`config.mk`:
```
export PLATFORM = sky130hd
export DESIGN_NAME = mbist_march_ctrl_flat
export DESIGN_NICKNAME = d
export VERILOG_FILES = /design/src/rtl/mbist_march_ctrl_if.sv /design/src/rtl/mbist_march_ctrl.sv /design/src/flat_wrapper.sv
export SDC_FILE = /design/constraint.sdc
export NUM_CORES = 1
export LEC_CHECK = 0
export CAP_MARGIN = 20
export CORE_MARGIN = 1.5
export CORE_UTILIZATION = 45
export DETAILED_ROUTE_END_ITERATION = 8
export PLACE_DENSITY = 0.74
export SYNTH_ARGS = -nofsm -noshare
export SYNTH_HDL_FRONTEND = slang
export SYNTH_SLANG_ARGS = --single-unit
```
`constraint.sdc`:
```
create_clock -name clk -period 2.5 [get_ports clk]
set_clock_uncertainty 0.15 [all_clocks]
set_input_delay 0.5 -clock clk [delete_from_list [all_inputs] [get_ports clk]]
set_output_delay 0.5 -clock clk [all_outputs]
set_load 0.005 [all_outputs]
```
`src/rtl/mbist_march_ctrl_if.sv`:
```
// Memory-side bus between the March C- controller (master) and the SRAM under test (slave).
interface mbist_march_ctrl_if #(
  parameter int DATA_WIDTH = 8,
  parameter int ADDR_WIDTH = 4
);
  logic                  write_read;
  logic [ADDR_WIDTH-1:0] address;
  logic [DATA_WIDTH-1:0] wdata;
  logic [DATA_WIDTH-1:0] rdata;

  modport master (output write_read, output address, output wdata, input rdata);
  modport slave  (input write_read, input address, input wdata, output rdata);
endinterface

```
`src/rtl/mbist_march_ctrl.sv`:
```
// March C- MBIST initiator: sequences E0..E5 over the SRAM, compares reads against the
// expected background and captures diagnostics for the first miscompare of each run.
//
// state | meaning
// IDLE  | waiting for start; memory port parked (read, address 0, wdata 0)
// SETUP | one cycle per element; start address and element write value are presented
// RD    | read issued at the current address
// RW1   | read pipeline wait
// CMP   | rdata valid; compare against the expected background
// WR    | write the element value to the current address
// DONE  | busy already low; done pulse, then IDLE
module mbist_march_ctrl #(
  parameter int DATA_WIDTH = 8,
  parameter int ADDR_WIDTH = 4,
  parameter int DEPTH      = 16
) (
  input  logic                   clk,
  input  logic                   rst,
  input  logic                   start,
  mbist_march_ctrl_if.master     mem,
  output logic                   busy,
  output logic                   done,
  output logic                   fail,
  output logic [2:0]             fail_elem,
  output logic [ADDR_WIDTH-1:0]  fail_addr,
  output logic [DATA_WIDTH-1:0]  fail_syn,
  output logic [15:0]            fail_count
);
  typedef enum logic [2:0] {IDLE, SETUP, RD, RW1, CMP, WR, DONE} state_t;

  localparam logic [ADDR_WIDTH-1:0] LAST_ADDR = ADDR_WIDTH'(DEPTH - 1);
  localparam logic [DATA_WIDTH-1:0] ONES      = '1;
  localparam logic [DATA_WIDTH-1:0] ZEROS     = '0;
  localparam logic [2:0]            LAST_ELEM = 3'd5;

  state_t                state;
  logic [2:0]            elem;
  logic                  wr_q;
  logic [ADDR_WIDTH-1:0] addr_q;
  logic [DATA_WIDTH-1:0] wdata_q;

  logic                  elem_down;
  logic                  at_last;
  logic [DATA_WIDTH-1:0] exp_word;
  logic [2:0]            nxt_elem;
  logic                  nxt_down;
  logic [DATA_WIDTH-1:0] nxt_wval;
  logic [ADDR_WIDTH-1:0] step_addr;
  logic                  miscmp;
  logic                  advance;

  assign mem.write_read = wr_q;
  assign mem.address    = addr_q;
  assign mem.wdata      = wdata_q;

  always_comb begin
    elem_down = (elem == 3'd3) || (elem == 3'd4);
    at_last   = elem_down ? (addr_q == '0) : (addr_q == LAST_ADDR);
    exp_word  = ((elem == 3'd2) || (elem == 3'd4)) ? ONES : ZEROS;
    nxt_elem  = elem + 3'd1;
    nxt_down  = (nxt_elem == 3'd3) || (nxt_elem == 3'd4);
    nxt_wval  = ((nxt_elem == 3'd1) || (nxt_elem == 3'd3)) ? ONES : ZEROS;
    step_addr = elem_down ? (addr_q - ADDR_WIDTH'(1)) : (addr_q + ADDR_WIDTH'(1));
    miscmp    = (mem.rdata != exp_word);
    // E5 has no write, so its address step happens straight out of CMP
    advance   = (state == WR) || ((state == CMP) && (elem == LAST_ELEM));
  end

  always_ff @(posedge clk or posedge rst) begin
    if (rst) begin
      state      <= IDLE;
      elem       <= '0;
      wr_q       <= 1'b0;
      addr_q     <= '0;
      wdata_q    <= '0;
      busy       <= 1'b0;
      done       <= 1'b0;
      fail       <= 1'b0;
      fail_elem  <= '0;
      fail_addr  <= '0;
      fail_syn   <= '0;
      fail_count <= '0;
    end else begin
      done <= 1'b0;
      case (state)
        IDLE: begin
          if (start) begin
            fail       <= 1'b0;
            fail_elem  <= '0;
            fail_addr  <= '0;
            fail_syn   <= '0;
            fail_count <= '0;
            busy       <= 1'b1;
            elem       <= '0;
            addr_q     <= '0;
            wdata_q    <= ZEROS;
            wr_q       <= 1'b0;
            state      <= SETUP;
          end
        end
        SETUP: begin
          if (elem == 3'd0) begin
            wr_q  <= 1'b1;
            state <= WR;
          end else begin
            state <= RD;
          end
        end
        RD:  state <= RW1;
        RW1: state <= CMP;
        CMP: begin
          if (miscmp) begin
            fail <= 1'b1;
            if (fail_count != 16'hFFFF) fail_count <= fail_count + 16'd1;
            if (!fail) begin
              fail_elem <= elem;
              fail_addr <= addr_q;
              fail_syn  <= mem.rdata ^ exp_word;
            end
          end
          if (elem != LAST_ELEM) begin
            wr_q  <= 1'b1;
            state <= WR;
          end
        end
        DONE:    state <= IDLE;
        default: state <= IDLE;
      endcase

      if (advance) begin
        if (at_last) begin
          wr_q <= 1'b0;
          if (elem == LAST_ELEM) begin
            busy    <= 1'b0;
            done    <= 1'b1;
            addr_q  <= '0;
            wdata_q <= '0;
            state   <= DONE;
          end else begin
            elem    <= nxt_elem;
            addr_q  <= nxt_down ? LAST_ADDR : '0;
            wdata_q <= nxt_wval;
            state   <= SETUP;
          end
        end else begin
          addr_q <= step_addr;
          wr_q   <= (elem == 3'd0);
          state  <= (elem == 3'd0) ? WR : RD;
        end
      end
    end
  end
endmodule
```
`src/flat_wrapper.sv`:
```
// flat-port wrapper written by rule: the top's interface ports become plain ports
module mbist_march_ctrl_flat 
#(
  parameter int DATA_WIDTH = 8,
  parameter int ADDR_WIDTH = 4,
  parameter int DEPTH      = 16
)
  (clk, rst, start, busy, done, fail, fail_elem, fail_addr, fail_syn, fail_count, mem_write_read, mem_address, mem_wdata, mem_rdata);
  mbist_march_ctrl_if #(.DATA_WIDTH(DATA_WIDTH), .ADDR_WIDTH(ADDR_WIDTH)) mem_i ();
  input  logic clk;
  input  logic rst;
  input  logic start;
  output logic busy;
  output logic done;
  output logic fail;
  output logic [2:0] fail_elem;
  output logic [ADDR_WIDTH-1:0] fail_addr;
  output logic [DATA_WIDTH-1:0] fail_syn;
  output logic [15:0] fail_count;
  output wire logic [$bits(mem_i.write_read)-1:0] mem_write_read;
  output wire logic [$bits(mem_i.address)-1:0] mem_address;
  output wire logic [$bits(mem_i.wdata)-1:0] mem_wdata;
  input wire logic [$bits(mem_i.rdata)-1:0] mem_rdata;
  assign mem_write_read = mem_i.write_read;
  assign mem_address = mem_i.address;
  assign mem_wdata = mem_i.wdata;
  assign mem_i.rdata = mem_rdata;
  mbist_march_ctrl #(.DATA_WIDTH(DATA_WIDTH), .ADDR_WIDTH(ADDR_WIDTH), .DEPTH(DEPTH)) u_core (.clk(clk), .rst(rst), .start(start), .mem(mem_i), .busy(busy), .done(done), .fail(fail), .fail_elem(fail_elem), .fail_addr(fail_addr), .fail_syn(fail_syn), .fail_count(fail_count));
endmodule
```
After elaboration in Yosys (flattened, before gate mapping)
Cells that the tools add are included.
{"block": "totals", "ff_bits": 53, "in_bits": 11, "output_inout_bits": 47, "wordCells": 117}
{"block": "op_classes", "addsub": 4, "n_eq_ne": 23, "muxes": 58, "bitwise_logic": 1, "reduce_logical": 19}
{"cell": "$mux 8", "count": 10}
{"cell": "$mux 16", "count": 3}
{"cell": "$mux 3", "count": 14}
{"cell": "$mux 4", "count": 9}
{"cell": "$pmux 16 s2", "count": 1}
{"cell": "$add 16x1->16 const B", "count": 1}
{"cell": "$ne 16x16->1 const B", "count": 1}
{"cell": "$pmux 8 s2", "count": 1}
{"cell": "$eq 3x2->1 const B", "count": 5}
{"cell": "$eq 3x3->1 const B", "count": 5}
{"cell": "$mux 1", "count": 15}
{"cell": "$pmux 3 s5", "count": 1}
{"cell": "$reduce_and 4->1", "count": 3}
{"cell": "$ne 8x8->1", "count": 1}
{"cell": "$pmux 4 s2", "count": 1}
{"cell": "$xor 8x8->8", "count": 1}
{"cell": "$eq 3x1->1 const B", "count": 2}
{"cell": "$logic_not 3->1", "count": 2}
{"cell": "$ne 2x2->1 const B", "count": 3}
{"cell": "$ne 3x2->1 const B", "count": 2}
{"cell": "$pmux 3 s2", "count": 1}
{"cell": "$reduce_bool 2->1", "count": 3}
{"cell": "$logic_or 1x1->1", "count": 5}
{"cell": "$add 4x1->4 const B", "count": 1}
{"cell": "other kinds (13)", "count": 14}

Depth between registers and ports, before layout
Gate-level depths: netlist of the first run.
{"block": "depth", "word_depth": 7, "ltp_mapped": 10, "depth_no_buf": 10}

Worst setup path before layout of the first run
No wires, ideal clock.
{"block": "synth_timing", "kind": "flip-flop to flip-flop", "from": "register u_core.elem[0]", "to": "register u_core.addr_q[3] (netlist: u_core.mem.address[3])", "setup_ns": 0.121, "t_arrival_ns": 2.220, "required_time_ns": 2.229, "setup_slack_ns": 0.009, "path_stages_with_launch": 11, "n_path_buf": 0, "synth_period_minus_slack_ns": 2.491, "path_cell_list": "dfrtp_1 -> inv_1 -> ha_1 -> mux2i_4 -> inv_1 -> ha_1 -> a21o_1 -> a21oi_1 -> xnor2_1 -> a31o_2 -> a22o_1"}
{"block": "synth_between", "elab_chain_len": 7, "elab_cells_between_ends": 19, "classes_between": "add/sub (1); eq/ne (5); mux (6); reduce/logical (7)"}
{"element": "from (decl)", "line": "mbist_march_ctrl.sv:37", "text": "logic [2:0] elem;"}
{"element": "from (signal assigned)", "line": "mbist_march_ctrl.sv:140", "text": "elem <= nxt_elem;"}
{"element": "$add 3x1->3", "line": "mbist_march_ctrl.sv:60", "text": "nxt_elem = elem + 3'd1;"}
{"element": "$eq 3x2->1 / $eq 3x3->1 (equally long branches)", "line": "mbist_march_ctrl.sv:61", "text": "nxt_down = (nxt_elem == 3'd3) || (nxt_elem == 3'd4);"}
{"element": "$logic_or 1x1->1", "line": "mbist_march_ctrl.sv:61"}
{"element": "$mux 4", "line": "mbist_march_ctrl.sv:141", "text": "addr_q <= nxt_down ? LAST_ADDR : '0;"}
{"element": "$mux 4", "line": "mbist_march_ctrl.sv:133", "text": "if (elem == LAST_ELEM) begin"}
{"element": "$mux 4", "line": "mbist_march_ctrl.sv:131", "text": "if (at_last) begin"}
{"element": "$mux 4", "line": "mbist_march_ctrl.sv:130", "text": "if (advance) begin"}
{"element": "to (signal assigned)", "line": "mbist_march_ctrl.sv:141"}
{"element": "to (signal assigned)", "line": "mbist_march_ctrl.sv:146", "text": "addr_q <= step_addr;"}
{"element": "to (decl)", "line": "mbist_march_ctrl.sv:39", "text": "logic [ADDR_WIDTH-1:0] addr_q;"}
Parallel ways exist; a longest one is shown, timed or not.
A chain may end at the register's enable or synchronous reset.

Worst setup path in the final report of the first run
{"block": "layout_timing", "from": "register u_core.elem[1]", "to": "register u_core.addr_q[3] (netlist: u_core.mem.address[3])"}
Same word-level chain as after synthesis.

==> flow_summary.yaml, run 1 <==
yosys:
  synth_ff_type: "dfrtp_1"
  async_reset_ff_frac: 1.00
  yosys_warnings: 0
  synth_cells: 300
  synth_nets: 319
  ys_ff_latch: 53
  yosysSeqAreaShare: 0.455
  synth-edff-count: 0
  syn_area_um2: 2910
  syn_avg_cell_area_um2: 9.71
  synth_cell_types: 53
flow_run:
  max_cap_viol_count: 0
clock_tree:
  clock-sinks: 53
  cts_root_buffer: "clkbuf_8"
  holdBufCountCts: 0
  cts_buffers: 5
  htree_levels: 2
  cts_tree: "done"
  ctsLongestPathBuffers: 2
  clk_pin_slew_ns: 0.10
  insertion_delay_ns: 0.31
worst_setup_path:
  worst-setup-path-type: "register to register"
  crit_required_ns: 2.56
  slowest_stage: "dfrtp_1"
  cp.arrival_ns: 2.42
  crit_top_cell: "inv_1"
  worst-path-buf-inv: 2
  critPathTopFamily: "compound AO/OA/AOI/OAI gates"
  start_kind: "register"
  crit_chain: "inv_1 -> ha_2 -> mux2i_4 -> inv_1 -> ha_1 -> a21o_1 -> a21oi_2 -> xnor2_1 -> a31o_2 -> a22o_1"
  worst_setup_path_end_kind: "register"
  crit_path_max_fanout: 4
  max_stage_delay_ns: 0.40
timing:
  fin_crit_sh: 0.945
  slew_viol_final: 0
  maxSlewHeadroom: 0.617
  finalSetupViolations: 0
  hold_slack_ns: 0.338
  max_freq_mhz: 423
  tns_ns: 0
  final-hold-violation-count: 0
  finalCriticalPeriod_ns: 2.36
  worst_slew_pin_slew_ns: 0.575
  rsz0062_at_grt: "no"
drt:
  drt-initial-drc-count: 133
  drtAntennaViolNets: 0
  wl_per_cell_um: 15.5
  viasPerCell: 5.82
  drt_first_pass_iters: 4
  drc_errors: 0
  totalWireLength_mm: 6.93
  vias: 2606
grt:
  grt.overflow.total: 0
  grt_pass1_wl_mm: 12.0
  grt_usage: 0.207
  antenna_found_initial: 0
  grt_pass1_vias: 2510
  grt_max_degree: 36
floorplan:
  initial_core_util: 0.462
  die_y_um: 83.5
  die_area_um2: 6970
  die_w_um: 83.5
  pin_count: 58
  core_um2: 6310
  num_rows: 29
final_layout:
  drive_gt1_frac: 0.135
  fillers: 544
  areaGrowthSynthToFinish_pct: 31.7
  nets: 389
  diodes: 0
pwr:
  p_clk_frac: 0.355
  intPower_mw: 1.33
  power_density_nw_per_um2: 453
  power.total_mw: 1.74
  combPwrFrac: 0.101
  leakage_nw: 1.66
  ir_worst_vdd_uv: 297
  p_sw_mw: 0.409
  netSwitchingFraction: 0.235
  pwr-share-seq: 0.544
placement:
  dp_hpwl_mm: 4.89
  globalplace.congestion: 0.828
  io_buffers: 57
run_status:
  run_status: "completed"
worst_hold_path:
  hold_class: "input pin to async pin"
## cells by family (layout without fill, tap and decap cells)
group | Yosys count | after routing | share of synthesized area
xor gates and xnor gates | 10 | 10 | 0.0301
AOI/OAI and AO/OA | 93 | 93 | 0.212
muxes | 6 | 6 | 0.0313
buffers and inverters | 28 | 99 | 0.0417
DFF | 53 | 53 | 0.455
adders and majority gates | 8 | 8 | 0.0369
and+or+nand+nor | 102 | 102 | 0.193
## metrics by stage
step / cells / utilization / setup slack (ns) / cell area [um2]
after floorplan: 300 / - / 0.00892 / 2910
after global placement: 439 / 0.587 / 0.0190 / 3700
after global routing: 448 / 0.608 / 0.0177 / 3840
after CTS: 447 / 0.606 / 0.0383 / 3830
final: 448 / 0.608 / 0.137 / 3840
after detailed placement: 439 / 0.587 / 0.00654 / 3700
## metal layers
layer / vias up / global-route usage / part of all wire
li1: 1254 / - / -
met1: 1271 / 0.291 / 0.47
met2: 77 / 0.328 / 0.47
met3: 4 / 0.0356 / 0.049
met4: 0 / 0.0671 / 0.0069
met5: - / 0 / 0
## synth_stat cells, types with 3 or more instances
library cell | number | area, um2
dfrtp_1 | 53 | 1330
nand3_1 | 30 | 150
o21ai_0 | 21 | 105
o31ai_1 | 19 | 143
a21oi_1 | 17 | 85.1
nand2_1 | 17 | 63.8
nor2_1 | 14 | 52.6
inv_1 | 11 | 41.3
a21o_1 | 10 | 75.1
clkbuf_1 | 10 | 37.5
nand4_1 | 10 | 62.6
xor2_1 | 8 | 70.1
a31oi_1 | 7 | 43.8
ha_1 | 7 | 87.6
nand2b_1 | 6 | 37.5
buf_2 | 4 | 20.0
a22o_1 | 3 | 26.3
and3_1 | 3 | 18.8
buf_4 | 3 | 22.5
nor2b_1 | 3 | 18.8
## worst reg2reg max path: stages, from the launching register on
cell and delay (ns):
dfrtp_1 0.40, inv_1 0.10, ha_2 0.23, mux2i_4 0.15, inv_1 0.08, ha_1 0.27
a21o_1 0.20, a21oi_2 0.16, xnor2_1 0.11, a31o_2 0.25, a22o_1 0.18
## flip-flops by register name, indices dropped and copies added, names as in the netlist, 3 cells and up
register,flops
u_core.fail_syn,8
u_core.state,3
u_core.fail_elem,3
u_core.fail_count,16
u_core.elem,3
u_core.fail_addr,4
u_core.mem.wdata,8
u_core.mem.address,4
## placed cells by master (no fill, tap or decap), types with 7 or more instances in the layout
master,n
buf_4,20
nand3_1,30
o21ai_0,21
a21oi_1,16
nor2_1,14
xor2_1,8
a31oi_1,7
clkdlybuf4s50_1,57
o31ai_1,19
inv_1,10
nand4_1,10
nand2_1,17
dfrtp_1,53
a21o_1,10
## power by group through the flow
stage          sequential, mW  clock, mW  combinational, mW
2_1_floorplan           0.948          0             0.0576
3_3_place_gp            0.957          0              0.176
3_5_place_dp            0.959          0              0.178
4_1_cts                 0.943      0.633              0.179
5_1_grt                 0.952      0.665              0.193
6_report                0.945      0.616              0.176
## path summary, 6_finish.rpt
| path | from | endpoint | slack, ns | depth (start not counted) |
|---|---|---|---|---|
| max | u_core.elem[1] | u_core.mem.address[3] | 0.14 | 10 |
| min | rst | u_core.mem.wdata[4] | 0.34 | 2 |
| max reg2reg | u_core.elem[1] | u_core.mem.address[3] | 0.14 | 10 |
| min reg2reg | u_core.mem.wdata[5] | u_core.mem.wdata[5] | 0.34 | 1 |
| max in group asynchronous | rst | u_core.fail_count[13] | 1.33 | 3 |
| min in group clk | u_core.mem.wdata[5] | u_core.mem.wdata[5] | 0.34 | 1 |
## cell type report
cell class | instances | area, um2 | share of cell area
Timing Repair Buffer | 80 | 781 | 0.203
Tap cell | 77 | 96.3 | 0.0251
Clock buffer | 6 | 82.6 | 0.0215
Inverter | 11 | 41.3 | 0.0108
Multi-Input combinational cell | 219 | 1470 | 0.384
Sequential cell | 53 | 1330 | 0.346
Clock inverter | 2 | 37.5 | 0.00978
## repair_timing
item | CTS | global route
resized for setup | 1 | 1
setup endpoints to repair | 1 | 9
buffers inserted | 0 | 1
pin swaps | 0 | 0
Power figures use the tool's default switching activity.
==> run 2: changes to the inputs <==
CELL_PAD_IN_SITES_DETAIL_PLACEMENT = 1   (was unset)
CELL_PAD_IN_SITES_GLOBAL_PLACEMENT = 2   (was unset)
CORE_UTILIZATION = 29   (was 45)
PLACE_DENSITY = unset   (was 0.74)
PLACE_DENSITY_LB_ADDON = 0.1   (was unset)
==> run 2 against run 1 <==
Clock-buffer cell count fell by 1; sequential power shrank 0.6%; clock power increased by 16%; routed wire length rose by 22%; flip-flop and latch count stayed put; combinational power rose by 3%; via count rose by 1.9%; non-clock buffer count is 14 higher; critical endpoint unchanged; highest routed layer unchanged.
==> flow_summary.yaml, run 2 (synthesis results as in run 1) <==
timing:
  fin_ws_ns: 0.142
  worst_slew_pin_slew_ns: 0.560
  final-hold-violation-count: 0
  slew_viol_final: 0
  finalSetupViolations: 0
  finalCriticalPeriod_ns: 2.36
  hold_slack_ns: 0.336
  fin_crit_sh: 0.943
  max_freq_mhz: 424
  maxSlewHeadroom: 0.627
  tns_ns: 0
grt:
  antenna_found_initial: 0
  grt_pass1_wl_mm: 13.8
  grt_max_degree: 54
  grt.overflow.total: 0
  grt_pass1_vias: 2707
  grt_usage: 0.168
worst_setup_path:
  worst_setup_path_end_kind: "register"
  start_kind: "register"
  crit_path_max_fanout: 4
  worst-setup-path-type: "register to register"
  ff2ff_setup_slack_ns: 0.14
  crit_required_ns: 2.57
  r2r-start: "u_core.elem[1]"
  r2r_cells: 10
  cp.arrival_ns: 2.43
  r2r_end: "u_core.mem.address[3]"
  crit_start: "u_core.elem[1]"
drt:
  wl_per_cell_um: 16.3
  viasPerCell: 5.13
  drc_errors: 0
  vias: 2656
  drtAntennaViolNets: 0
  drt_first_pass_iters: 4
  drt-initial-drc-count: 122
  totalWireLength_mm: 8.43
pwr:
  p_clk_frac: 0.390
  power_density_nw_per_um2: 456
  intPower_mw: 1.41
  combPwrFrac: 0.099
  p_sw_mw: 0.429
  leakage_nw: 1.73
  power.total_mw: 1.84
  ir_worst_vdd_uv: 228
  pwr-share-seq: 0.511
  netSwitchingFraction: 0.234
clock_tree:
  htree_levels: 2
  insertion_delay_ns: 0.31
  holdBufCountCts: 0
  clock-sinks: 53
  cts_buffers: 5
  clk_pin_slew_ns: 0.11
  cts_root_buffer: "clkbuf_8"
  cts_tree: "done"
  ctsLongestPathBuffers: 2
placement:
  io_buffers: 57
  place_area_um2: 3860
  pre_cts_slack_ns: -0.0982
  globalplace.congestion: 0.729
  dp_hpwl_mm: 5.94
  placed_cells: 508
final_layout:
  final_cell_mix: "clkdlybuf4s50_1, dfrtp_1, buf_4, nand3_1, o21ai_0"
  drive_gt1_frac: 0.164
  largest_register_ffs: 16
  nets: 403
  diodes: 0
  layout_commonest_cell: "clkdlybuf4s50_1"
  fin_util: 0.412
  largest_register: "u_core.fail_count"
  final_cells: 518
  areaGrowthSynthToFinish_pct: 38.1
  design_area_um2: 4020
floorplan:
  die_y_um: 103
  initial_core_util: 0.298
  pin_count: 58
  core_um2: 9770
  num_rows: 36
  die_w_um: 103
  die_area_um2: 10700
worst_hold_path:
  holdPathEnd: "u_core.mem.wdata[6]"
  hold_path_depth: 1
  hold_class: "register to register"
  hold_start: "u_core.mem.wdata[6]"
run_status:
  run_status: "completed"
flow_run:
  max_cap_viol_count: 0
[run 2: final cells by class]
cell class / instances / area, um2
fillers: 1138 / 5750
multi-input cells: 219 / 1480
clock inverters: 3 / 68.8
flip-flops and latches: 53 / 1330
repair buffers: 94 / 873
clock buffers: 5 / 68.8
well taps: 133 / 166
inverters: 11 / 41.3
[run 2: worst max-delay path by stage]
stage,to,cells past startpoint
detailed placement,u_core.fail_count[6],7
finish,u_core.mem.address[3],10
global placement,u_core.fail_count[0],6
floorplan,u_core.mem.address[3],10
global route,u_core.mem.address[3],10
CTS,u_core.mem.address[3],10
[run 2: critical path, cell delays in order (launching register included)]
cell and delay [ns]:
dfrtp_1 0.41, inv_1 0.12, ha_4 0.20, mux2i_4 0.15, inv_1 0.08, ha_1 0.27, a21o_1 0.17, a21oi_1 0.16
xnor2_1 0.12, a31o_2 0.26, a22o_1 0.17
[run 2: routing by layer]
metal,up-vias,part of all wire,global-route usage,wire length (um)
li1,1274,-,-,-
met1,1327,0.51,0.235,4270
met2,47,0.45,0.272,3800
met3,8,0.033,0.0302,281
met4,0,0.010,0.0385,85
met5,-,0,0,0
[run 2: timing repair]
action                                 in CTS  in global routing
endpoints found under the hold margin       0                  0
buffers inserted                            0                  2
setup endpoints to repair                   0                 12
resized for setup                           0                  2
[run 2: power groups by stage]
stage	Clock (mW)	Combinational [mW]	Sequential, mW
after detailed placement	0	0.184	0.958
after CTS	0.740	0.186	0.940
after global routing	0.770	0.203	0.947
final	0.717	0.181	0.939
after global placement	0	0.184	0.958
after floorplan	0	0.0576	0.948
==> run 3: changes to the inputs <==
clock period = 2.1 ns   (was 2.5 ns; I/O delays follow)
==> run 3 against run 2 <==
Critical endpoint is now u_core.mem.address[1]; via count rose by 8.4%; worst hold slack got worse by 0.11 ns; sequential power rose by 18%; routed wire length rose by 14%; design area rose by 19%; non-clock buffer count rose by 48; sequential share of layout area fell by 5.3 points; clock power fell by 17%; first-iteration DRC count fell by 58%; utilization rose by 8.0 points; the flow now finishes with violations (negative setup slack).
==> flow_summary.yaml, run 3 (synthesis results as in run 1) <==
timing:
  slew_viol_final: 0
  final-hold-violation-count: 0
  rsz0062_at_grt: "yes"
  finalSetupViolations: 35
  max_freq_mhz: 451
  fin_ws_ns: -0.118
  worst_slew_pin_slew_ns: 0.659
  fin_crit_sh: 1.06
  maxSlewHeadroom: 0.560
  finalCriticalPeriod_ns: 2.22
worst_hold_path:
  hold_class: "input pin to async pin"
grt:
  gr-usage-met3: 0.0255
  grt_pass1_wl_mm: 15.0
  antenna_found_initial: 0
  busiest_layer: "met2"
  grt_usage: 0.180
  grt_max_degree: 27
  use_met2: 0.289
  use_met1: 0.259
  grt.overflow.total: 0
  grt_pass1_vias: 2888
placement:
  dp_hpwl_mm: 6.52
  globalplace.congestion: 0.802
  io_buffers: 57
  place_area_um2: 4190
worst_setup_path:
  crit_top_cell: "buf_6"
  critPathTopFamily: "adder cells"
  max_stage_delay_ns: 0.57
  r2r_cells: 10
  worst_setup_path_end_kind: "register"
  crit_required_ns: 2.15
  cp.arrival_ns: 2.26
  crit_path_max_fanout: 3
  start_kind: "register"
  slowest_stage: "fa_2"
  crit_cells: 10
  worst-setup-path-type: "register to register"
  crit_chain: "inv_2 -> ha_4 -> mux2i_4 -> buf_4 -> buf_6 -> buf_6 -> fa_2 -> nand2_2 -> o211ai_1 -> o31ai_1"
  worst-path-buf-inv: 4
pwr:
  leakage_nw: 2.05
  ir_worst_vdd_uv: 227
  power_density_nw_per_um2: 415
clock_tree:
  cts_tree: "done"
  cts_buffers: 5
  clock-sinks: 53
  cts_root_buffer: "clkbuf_8"
  insertion_delay_ns: 0.31
  htree_levels: 2
  holdBufCountCts: 0
  clk_pin_slew_ns: 0.10
  ctsLongestPathBuffers: 2
drt:
  wl_per_cell_um: 17.0
  totalWireLength_mm: 9.60
  drc_errors: 0
  drtAntennaViolNets: 0
  drt_first_pass_iters: 6
  vias: 2880
  drt-initial-drc-count: 51
  viasPerCell: 5.09
final_layout:
  regArea_um2: 1330
  largest_register_ffs: 16
  multi_input_area_um2: 1810
  drive_gt1_frac: 0.372
  final_cell_mix: "buf_4, clkdlybuf4s50_1, dfrtp_1, nand3_1"
  largest_register: "u_core.fail_count"
  fillers: 1090
  areaGrowthSynthToFinish_pct: 64.8
  diodes: 0
  layout_commonest_cell: "buf_4"
  nets: 451
  design_area_um2: 4800
  fin_util: 0.491
run_status:
  violations: "negative setup slack"
  run_status: "finished with violations"
floorplan:
  die_area_um2: 10700
  num_rows: 36
  initial_core_util: 0.298
  die_y_um: 103
  pin_count: 58
  die_w_um: 103
  core_um2: 9770
flow_run:
  max_cap_viol_count: 0
[run 3: stage by stage]
step                      setup slack (ns)  hold WS (ns)  setup TNS, ns  cells  power (mW)
after floorplan                     -0.200         0.324         -0.453    300        1.20
after global placement              -0.265         0.307          -8.22    543        1.39
after detailed placement            -0.309         0.321          -9.35    543        1.39
after CTS                           -0.132         0.223          -2.78    561        2.02
after global routing                -0.229         0.274          -6.54    566        2.09
final                               -0.118         0.228          -2.29    566        1.99
[run 3: power breakdown]
part           internal (mW)  total (mW)  switching [mW]  leakage [nW]
sequential              1.06        1.11          0.0479         0.657
combinational          0.171       0.287           0.116          1.35
clock                  0.239       0.594           0.355        0.0456
[run 3: final timing paths]
path / startpoint / endpoint / slack (ns)
max: u_core.elem[0] / u_core.mem.address[1] / -0.12
min: rst / u_core.fail_count[0] / 0.23
min in group clk: u_core.mem.wdata[4] / u_core.mem.wdata[4] / 0.34
min reg2reg: u_core.mem.wdata[4] / u_core.mem.wdata[4] / 0.34
max reg2reg: u_core.elem[0] / u_core.mem.address[1] / -0.12
max in group asynchronous: rst / u_core.elem[2] / 1.11
[run 3: what timing repair did]
item                                   CTS  global route
setup buffers                            9             6
setup endpoints to repair               39            51
pin swaps                               17            17
endpoints found under the hold margin    0             0
cloned                                   1             3
gates resized for setup                 42            47
[run 3: layout make-up]
type | instances | area share
clock inverter | 2 | 0.00287
inverter | 11 | 0.00860
tap | 133 | 0.0347
clock buffer | 6 | 0.0151
timing repair buffer | 142 | 0.286
sequential | 53 | 0.277
multi-input combinational | 219 | 0.376
[run 3: worst reg2reg max path: cells and delay by family (launching register included)]
family | cells | cell delay [ns]
simple gates | 1 | 0.05
fa+ha+maj | 2 | 0.74
mux | 1 | 0.08
compound gates | 2 | 0.17
flops | 1 | 0.45
buf+inv | 4 | 0.47
[run 3: layer usage]
metal,wire length [um],vias to the layer above,part of all wire
met3,308,8,0.032
met1,4680,1444,0.49
met5,0,-,0
met4,78,0,0.0081
met2,4540,56,0.47
li1,-,1372,-
